`src/rtl/phy_rx_deser.sv`:
```
// phy_rx_deser: two-lane serial receiver. Each lane hunts for the comma
// byte, confirms byte alignment over LOCK_CNT commas, then delivers bytes.
// Once both lanes are locked, lane bytes are unstriped onto data_out.
// Order is lane 0, then lane 1 four cycles later.

module phy_rx_deser_lane #(
  parameter logic [7:0] COMMA    = 8'hBC,
  parameter int         LOCK_CNT = 4
) (
  input  logic       clk_8f,
  input  logic       reset,
  input  logic       rx_in,
  output logic       sync,
  output logic       strobe,
  output logic [7:0] hold_byte,
  output logic       hold_valid
);

  localparam int CW = $clog2(LOCK_CNT + 1);

  typedef enum logic [1:0] {SEARCH, ALIGN, LOCKED} lane_state_e;

  lane_state_e state_q, state_d;
  logic [7:0]    shreg_q, shreg_d;
  logic [2:0]    bit_cnt_q, bit_cnt_d;
  logic [CW-1:0] comma_cnt_q, comma_cnt_d;
  logic          strobe_q, strobe_d;
  logic [7:0]    hold_byte_q, hold_byte_d;
  logic          hold_valid_q, hold_valid_d;
  logic          sync_q, sync_d;

  // Lane state register; reset drops any partial byte and forces a fresh lock.
  always_ff @(posedge clk_8f) begin
    if (reset) begin
      state_q      <= SEARCH;
      shreg_q      <= 8'h00;
      bit_cnt_q    <= 3'd0;
      comma_cnt_q  <= '0;
      strobe_q     <= 1'b0;
      hold_byte_q  <= 8'h00;
      hold_valid_q <= 1'b0;
      sync_q       <= 1'b0;
    end else begin
      state_q      <= state_d;
      shreg_q      <= shreg_d;
      bit_cnt_q    <= bit_cnt_d;
      comma_cnt_q  <= comma_cnt_d;
      strobe_q     <= strobe_d;
      hold_byte_q  <= hold_byte_d;
      hold_valid_q <= hold_valid_d;
      sync_q       <= sync_d;
    end
  end

  // Alignment FSM: compare the freshly shifted byte against COMMA at boundaries.
  always_comb begin
    shreg_d      = {shreg_q[6:0], rx_in};
    state_d      = state_q;
    bit_cnt_d    = bit_cnt_q;
    comma_cnt_d  = comma_cnt_q;
    strobe_d     = 1'b0;
    hold_byte_d  = hold_byte_q;
    hold_valid_d = hold_valid_q;
    case (state_q)
      SEARCH: begin
        if (shreg_d == COMMA) begin
          state_d     = ALIGN;
          bit_cnt_d   = 3'd0;
          comma_cnt_d = CW'(1);
        end
      end
      ALIGN: begin
        bit_cnt_d = bit_cnt_q + 3'd1;
        if (bit_cnt_d == 3'd0) begin
          if (shreg_d == COMMA) begin
            comma_cnt_d = comma_cnt_q + CW'(1);
            if (comma_cnt_d == CW'(LOCK_CNT)) begin
              state_d = LOCKED;
            end
          end else begin
            state_d     = SEARCH;
            comma_cnt_d = '0;
          end
        end
      end
      LOCKED: begin
        bit_cnt_d = bit_cnt_q + 3'd1;
        if (bit_cnt_d == 3'd0) begin
          strobe_d     = 1'b1;
          hold_byte_d  = shreg_d;
          hold_valid_d = (shreg_d != COMMA);
        end
      end
      default: begin
        state_d = SEARCH;
      end
    endcase
    sync_d = (state_d == LOCKED);
  end

  assign sync       = sync_q;
  assign strobe     = strobe_q;
  assign hold_byte  = hold_byte_q;
  assign hold_valid = hold_valid_q;

endmodule

module phy_rx_deser #(
  parameter logic [7:0] COMMA    = 8'hBC,
  parameter int         LOCK_CNT = 4
) (
  input  logic       clk_8f,
  input  logic       reset,
  input  logic       rx_in_0,
  input  logic       rx_in_1,
  output logic [7:0] data_out,
  output logic       valid_out,
  output logic       sync_0,
  output logic       sync_1,
  output logic       active_out
);

  logic       strobe_0, strobe_1;
  logic [7:0] hold_byte_0, hold_byte_1;
  logic       hold_valid_0, hold_valid_1;

  logic       active_q, active_d;
  logic [7:0] data_q, data_d;
  logic       valid_q, valid_d;
  logic [2:0] pend_q, pend_d;

  phy_rx_deser_lane #(.COMMA(COMMA), .LOCK_CNT(LOCK_CNT)) u_lane_0 (
    .clk_8f     (clk_8f),
    .reset      (reset),
    .rx_in      (rx_in_0),
    .sync       (sync_0),
    .strobe     (strobe_0),
    .hold_byte  (hold_byte_0),
    .hold_valid (hold_valid_0)
  );

  phy_rx_deser_lane #(.COMMA(COMMA), .LOCK_CNT(LOCK_CNT)) u_lane_1 (
    .clk_8f     (clk_8f),
    .reset      (reset),
    .rx_in      (rx_in_1),
    .sync       (sync_1),
    .strobe     (strobe_1),
    .hold_byte  (hold_byte_1),
    .hold_valid (hold_valid_1)
  );

  // Unstriper registers: link-active flag, output byte/valid, lane-1 slot timer.
  always_ff @(posedge clk_8f) begin
    if (reset) begin
      active_q <= 1'b0;
      data_q   <= 8'h00;
      valid_q  <= 1'b0;
      pend_q   <= 3'd0;
    end else begin
      active_q <= active_d;
      data_q   <= data_d;
      valid_q  <= valid_d;
      pend_q   <= pend_d;
    end
  end

  // Lane 0 emits the cycle after its strobe; lane 1 follows four cycles later
  // unless a new lane-0 strobe restarts the pair first.
  always_comb begin
    active_d = sync_0 & sync_1;
    data_d   = data_q;
    valid_d  = 1'b0;
    pend_d   = pend_q;
    if (!active_q) begin
      pend_d = 3'd0;
    end else if (strobe_0) begin
      data_d  = hold_byte_0;
      valid_d = hold_valid_0;
      pend_d  = 3'd1;
    end else if (pend_q == 3'd4) begin
      data_d  = hold_byte_1;
      valid_d = hold_valid_1;
      pend_d  = 3'd0;
    end else if (pend_q != 3'd0) begin
      pend_d = pend_q + 3'd1;
    end
  end

  assign data_out   = data_q;
  assign valid_out  = valid_q;
  assign active_out = active_q;

  // strobe_1 is not needed: lane-1 bytes are taken from its hold register.
  logic unused_strobe_1;
  assign unused_strobe_1 = strobe_1;

endmodule
```
`config.mk`:
```
export PLATFORM = sky130hd
export DESIGN_NAME = phy_rx_deser
export DESIGN_NICKNAME = d
export VERILOG_FILES = /design/src/rtl/phy_rx_deser.sv
export SDC_FILE = /design/constraint.sdc
export NUM_CORES = 1
export LEC_CHECK = 0
export CAP_MARGIN = 25
export CELL_PAD_IN_SITES_DETAIL_PLACEMENT = 1
export CELL_PAD_IN_SITES_GLOBAL_PLACEMENT = 1
export CORE_MARGIN = 2
export CORE_UTILIZATION = 44
export CTS_BUF_LIST = sky130_fd_sc_hd__clkbuf_8
export CTS_CLUSTER_DIAMETER = 30
export DETAILED_ROUTE_END_ITERATION = 10
export HOLD_SLACK_MARGIN = 0.05
export PLACE_DENSITY_LB_ADDON = 0.1
export SLEW_MARGIN = 20
export SYNTH_ARGS = -nofsm -noshare
export SYNTH_HDL_FRONTEND = slang
export SYNTH_SLANG_ARGS = --single-unit
```
`constraint.sdc`:
```
create_clock -name clk_8f -period 1.67 [get_ports clk_8f]
set_input_delay 0.167 -clock clk_8f [delete_from_list [all_inputs] [get_ports clk_8f]]
set_output_delay 0.167 -clock clk_8f [all_outputs]
set_load 0.005 [all_outputs]
```
# == After elaboration in Yosys (flattened, before gate mapping) ==
# Index checks and enable logic that the tools add are counted.
# word_totals
regBits,64
elab_cells,98
# op_classes
bitwise_logic,3
add_sub_neg,5
n_eq_ne,17
reduce_logical,23
mux,30
# ops
op,count
$mux 3,8
$pmux 3 s2,4
$eq 8x8->1 const B,2
$mux 2,8
$mux 8,2
$ne 8x8->1 const B,2
$add 3x1->3 const B,5
$pmux 2 s3,2
$reduce_and 2->1,5
$reduce_bool 2->1,5
$eq 3x3->1 const B,3
$eq 2x2->1 const B,4
$ne 2x1->1 const B,4
$reduce_or 2->1,4
$logic_not 3->1,2
$mux 1,6
$reduce_and 3->1,2
$reduce_bool 3->1,2
$eq 2x1->1 const B,2
$logic_not 2->1,2
$reduce_or 4->1,1
$not 1->1,2
$and 1x1->1,1

# == Longest topological paths before layout ==
# depth
word_depth,7
depth_mapped,8

# == Modules after synthesis ==
# Synthesis repeated with hierarchy kept, for this count alone.
# hier_totals
cells_unflattened,301
area_unflattened_um2,3012.9
# by_module_without_submodules
module,area_each_um2,cells_per_inst,instances
phy_rx_deser_lane,1177.4,118,2
phy_rx_deser,658.1,65,1

# == Least setup slack after synthesis ==
# No wires, ideal clock.
# synth_path
path_kind,register -> register
start,reg u_lane_1.bit_cnt_q[0]
end,reg u_lane_1.sync_q (netlist: u_lane_1.sync)
required_ns,1.567
arrival_ns,1.511
stages_incl_launch_ff,6
slack_ns,0.055
period_less_slack_ns,1.615
path_buffers,0
cell_sequence,dfxtp_1 > ha_1 > xor2_1 > o41ai_2 > o311ai_1 > a2111oi_2
# synth_via
elab_chain_cells,5
# synth_lines
item,line_no,text
from (decl),25,"logic [2:0] bit_cnt_q, bit_cnt_d;"
from (signal assigned),46,bit_cnt_q <= bit_cnt_d;
$add 3x1->3,73,bit_cnt_d = bit_cnt_q + 3'd1;
$logic_not 3->1,74,if (bit_cnt_d == 3'd0) begin
$mux 2,74,
$pmux 2 s3,64,case (state_q)
$eq 2x2->1,98,sync_d = (state_d == LOCKED);
to (signal assigned),51,sync_q <= sync_d;
to (decl),30,"logic sync_q, sync_d;"
# No other way between the ends.
# A chain may end at the register's enable or synchronous reset.

# == Worst setup path in the final report ==
# layout_path
start,reg u_lane_1.bit_cnt_q[0]
end,reg u_lane_1.hold_byte_q[7] (netlist: u_lane_1.hold_byte[7])
# layout_via
elab_chain_cells,3
# layout_lines
item,line_no,text
$add 3x1->3,87,bit_cnt_d = bit_cnt_q + 3'd1;
$logic_not 3->1,88,if (bit_cnt_d == 3'd0) begin
$reduce_and 2->1 (no source line),-,
to (signal assigned),49,hold_byte_q <= hold_byte_d;
to (decl),28,"logic [7:0] hold_byte_q, hold_byte_d;"
# No other way between the ends.

==> impl_metrics.env <==
export IMPL_syn_area_mm2=0.002944
export IMPL_syn_nets=324
export IMPL_clock_fmax_mhz=599.8
export IMPL_holdCritPathClass="in2reg"
export IMPL_area_delta_synth_final_pct=27.11
export IMPL_die_area_mm2=0.007362
export IMPL_ys_ff_latch=64
export IMPL_clock_sinks=64
export IMPL_end_kind="register"
export IMPL_fin_ws_ns=0.002859
export IMPL_powerDensity_mw_per_mm2=834.2
export IMPL_dp_cells=404
export IMPL_dpl_hpwl_um=4798
export IMPL_dieWidth_um=85.80
export IMPL_viasPerCell=5.565
export IMPL_synth_distinct_cells=44
export IMPL_drc=0
export IMPL_layout_cells_non_filler=421
export IMPL_finalCritPeriodShare_pct=99.83
export IMPL_crit_required_ns=1.88
export IMPL_core_region_area_mm2=0.006422
export IMPL_r2r_start="u_lane_1.bit_cnt_q[0]"
export IMPL_num_vias=2343
export IMPL_arrival_ns=1.88
export IMPL_htreeDepth=3
export IMPL_grt_pass1_vias=2426
export IMPL_grt_total_usage_pct=20.82
export IMPL_drtIter0Drc=65
export IMPL_fin_worst_skew_ns=0.01115
export IMPL_synthArstFlopShare_pct=0
export IMPL_worstSetupPathType="reg2reg"
export IMPL_clockBufferDepth=2
export IMPL_grt_max_degree=38
export IMPL_netlist_area_leader_share_pct=43.52
export IMPL_wl_per_cell_um=16.90
export IMPL_synthCells=300
export IMPL_globalplace_congestion=0.8321
export IMPL_status="finished clean"
export IMPL_synth_edf_count=0
export IMPL_start_util_pct=45.84
export IMPL_rows=29
export IMPL_rsz0062_at_grt="true"
export IMPL_hold_buffers=0
export IMPL_whs_ns=0.2616
export IMPL_setup_tns_final_ns=0
export IMPL_synth_top_cells_by_area="dfxtp_1 (44%), ha_1 (8.5%), mux2i_1 (8.2%)"
export IMPL_port_buffers=15
export IMPL_cp_startpoint="u_lane_1.bit_cnt_q[0]"
export IMPL_ios=16
export IMPL_synth_seq_area_share_pct=43.52
export IMPL_avgSynthCellArea_um2=9.814
export IMPL_ir_drop_uv=508.3
export IMPL_cts_root_buf="clkbuf_8"
export IMPL_grt_pass1_wl_um=11970
export IMPL_crit_path_max_fanout=9
export IMPL_clk_pin_slew_worst_paths_ns=0.08
export IMPL_dpl_worst_slack_ns=-0.1595
export IMPL_yosys_warnings=0
export IMPL_die_y_um=85.80
export IMPL_hold_violations=0
export IMPL_min_period_ns=1.667
export IMPL_numCtsBuffers=9
export IMPL_worst_pin_slew_ns=0.4308
export IMPL_drt_wl_total_um=7116
export IMPL_min_from="reset"
export IMPL_leakage_nw=1.531
export IMPL_synth_flop_cell="dfxtp_1"
export IMPL_fin_nets=363
export IMPL_relSlewSlack_pct=71.28
export IMPL_drive_gt1_share_pct=23.26
export IMPL_diodes=0
export IMPL_maxCapViolCount=0
export IMPL_ant_nets=0
export IMPL_final_core_util_pct=58.27
export IMPL_first_pass_iters=6
export IMPL_grt_ovfl_total=0
export IMPL_slew_violations=0
export IMPL_finalSetupViolations=0
export IMPL_clock_latency_ns=0.34
export IMPL_start_kind="register"
export IMPL_cts_tree="yes"
export IMPL_synth_top_cell_by_area="dfxtp_1"
export IMPL_antenna_found_initial=0
per-layer routing:
metal / routed length [um] / up-vias / track usage, %
met5: 0 / - / 0
met4: 42 / 0 / 8.225
met3: 114 / 4 / 3.561
met2: 3547 / 22 / 33.88
met1: 3412 / 1156 / 27.61
li1: - / 1161 / -
layout make-up:
class | count | area [um^2]
multi-input combinational | 209 | 1728
inverter | 14 | 52.55
clock inverter | 7 | 102.6
sequential | 64 | 1299
timing repair buffer | 41 | 340.3
fill | 708 | 2680
clock buffer | 9 | 123.9
tap | 77 | 96.34
power by group:
group | leakage (nW) | total (mW) | internal (mW) | switching (mW)
registers | 0.521 | 1.53 | 1.53 | 0.00738
logic | 0.899 | 0.0483 | 0.0175 | 0.0308
clock network | 0.111 | 1.54 | 0.859 | 0.680
critical path, stage by stage, from the launching register on:
cell and delay [ns]:
dfxtp_4 0.37, ha_4 0.18, buf_4 0.14, xnor2_1 0.21, nand3_1 0.17, buf_4 0.22
mux2i_1 0.19, nor2_1 0.06
synthesized netlist by cell type, types with 6 or more instances:
cell / count
nor2b_1: 22
inv_1: 13
ha_1: 20
clkbuf_1: 7
o21ai_0: 9
mux2i_1: 24
dfxtp_1: 64
a211oi_1: 10
a21oi_1: 16
nand4b_1: 6
nor2_1: 33
placed cells by master, fill, tap and decap left out, types with 3 or more instances in the layout:
cell type / synthesis / final
dfxtp_1: 64 / 56
nor2_1: 33 / 33
buf_4: 0 / 26
mux2i_1: 24 / 24
nor2b_1: 22 / 22
a21oi_1: 16 / 15
clkdlybuf4s50_1: 0 / 14
inv_1: 13 / 13
ha_1: 20 / 11
o21ai_0: 9 / 9
a211oi_1: 10 / 9
clkbuf_8: 0 / 9
nand4b_1: 6 / 6
nand4_1: 5 / 5
o31ai_1: 5 / 5
ha_2: 0 / 5
dfxtp_2: 0 / 5
a31oi_1: 4 / 4
nand3_1: 4 / 4
nand2_1: 4 / 4
ha_4: 0 / 4
o21ai_1: 3 / 3
xnor2_1: 5 / 3
and3_1: 3 / 3
inv_6: 0 / 3
dfxtp_4: 0 / 3
worst paths after layout:
kind                            to  slack [ns]  cells past startpoint
max          u_lane_1.hold_byte[7]       0.003                      7
max reg2reg  u_lane_1.hold_byte[7]       0.003                      7
min reg2reg    u_lane_1.hold_valid        0.47                      2
min            u_lane_0.shreg_q[5]        0.26                      3
flip-flops by register name, summed over array words and instances, names as in the netlist, 7 cells and up:
signal,flops
u_lane_0.hold_byte,8
u_lane_1.shreg_q,7
u_lane_1.hold_byte,8
u_lane_0.shreg_q,7
data_out,8
logic make-up after synthesis:
kind of cell / Yosys count / share of synthesized area (%)
DFF: 64 / 43.52
muxes: 24 / 8.160
adders and majority gates: 20 / 8.500
and+or+nand+nor: 96 / 19.00
buffers and inverters: 27 / 3.698
xor gates and xnor gates: 7 / 2.082
AOI/OAI and AO/OA: 62 / 15.04
metrics by stage:
stage | area [um^2] | power [mW]
2_1_floorplan | 2944 | 1.601
3_3_place_gp | 3317 | 1.624
3_5_place_dp | 3317 | 1.623
4_1_cts | 3666 | 3.155
5_1_grt | 3742 | 3.234
6_report | 3742 | 3.122
repair_timing:
item | in CTS | in global routing
pin swaps | 5 | 3
setup endpoints to repair | 7 | 14
gates resized for setup | 21 | 17
setup buffers | 1 | 0
Note: power is estimated with default switching activity, not from simulation.
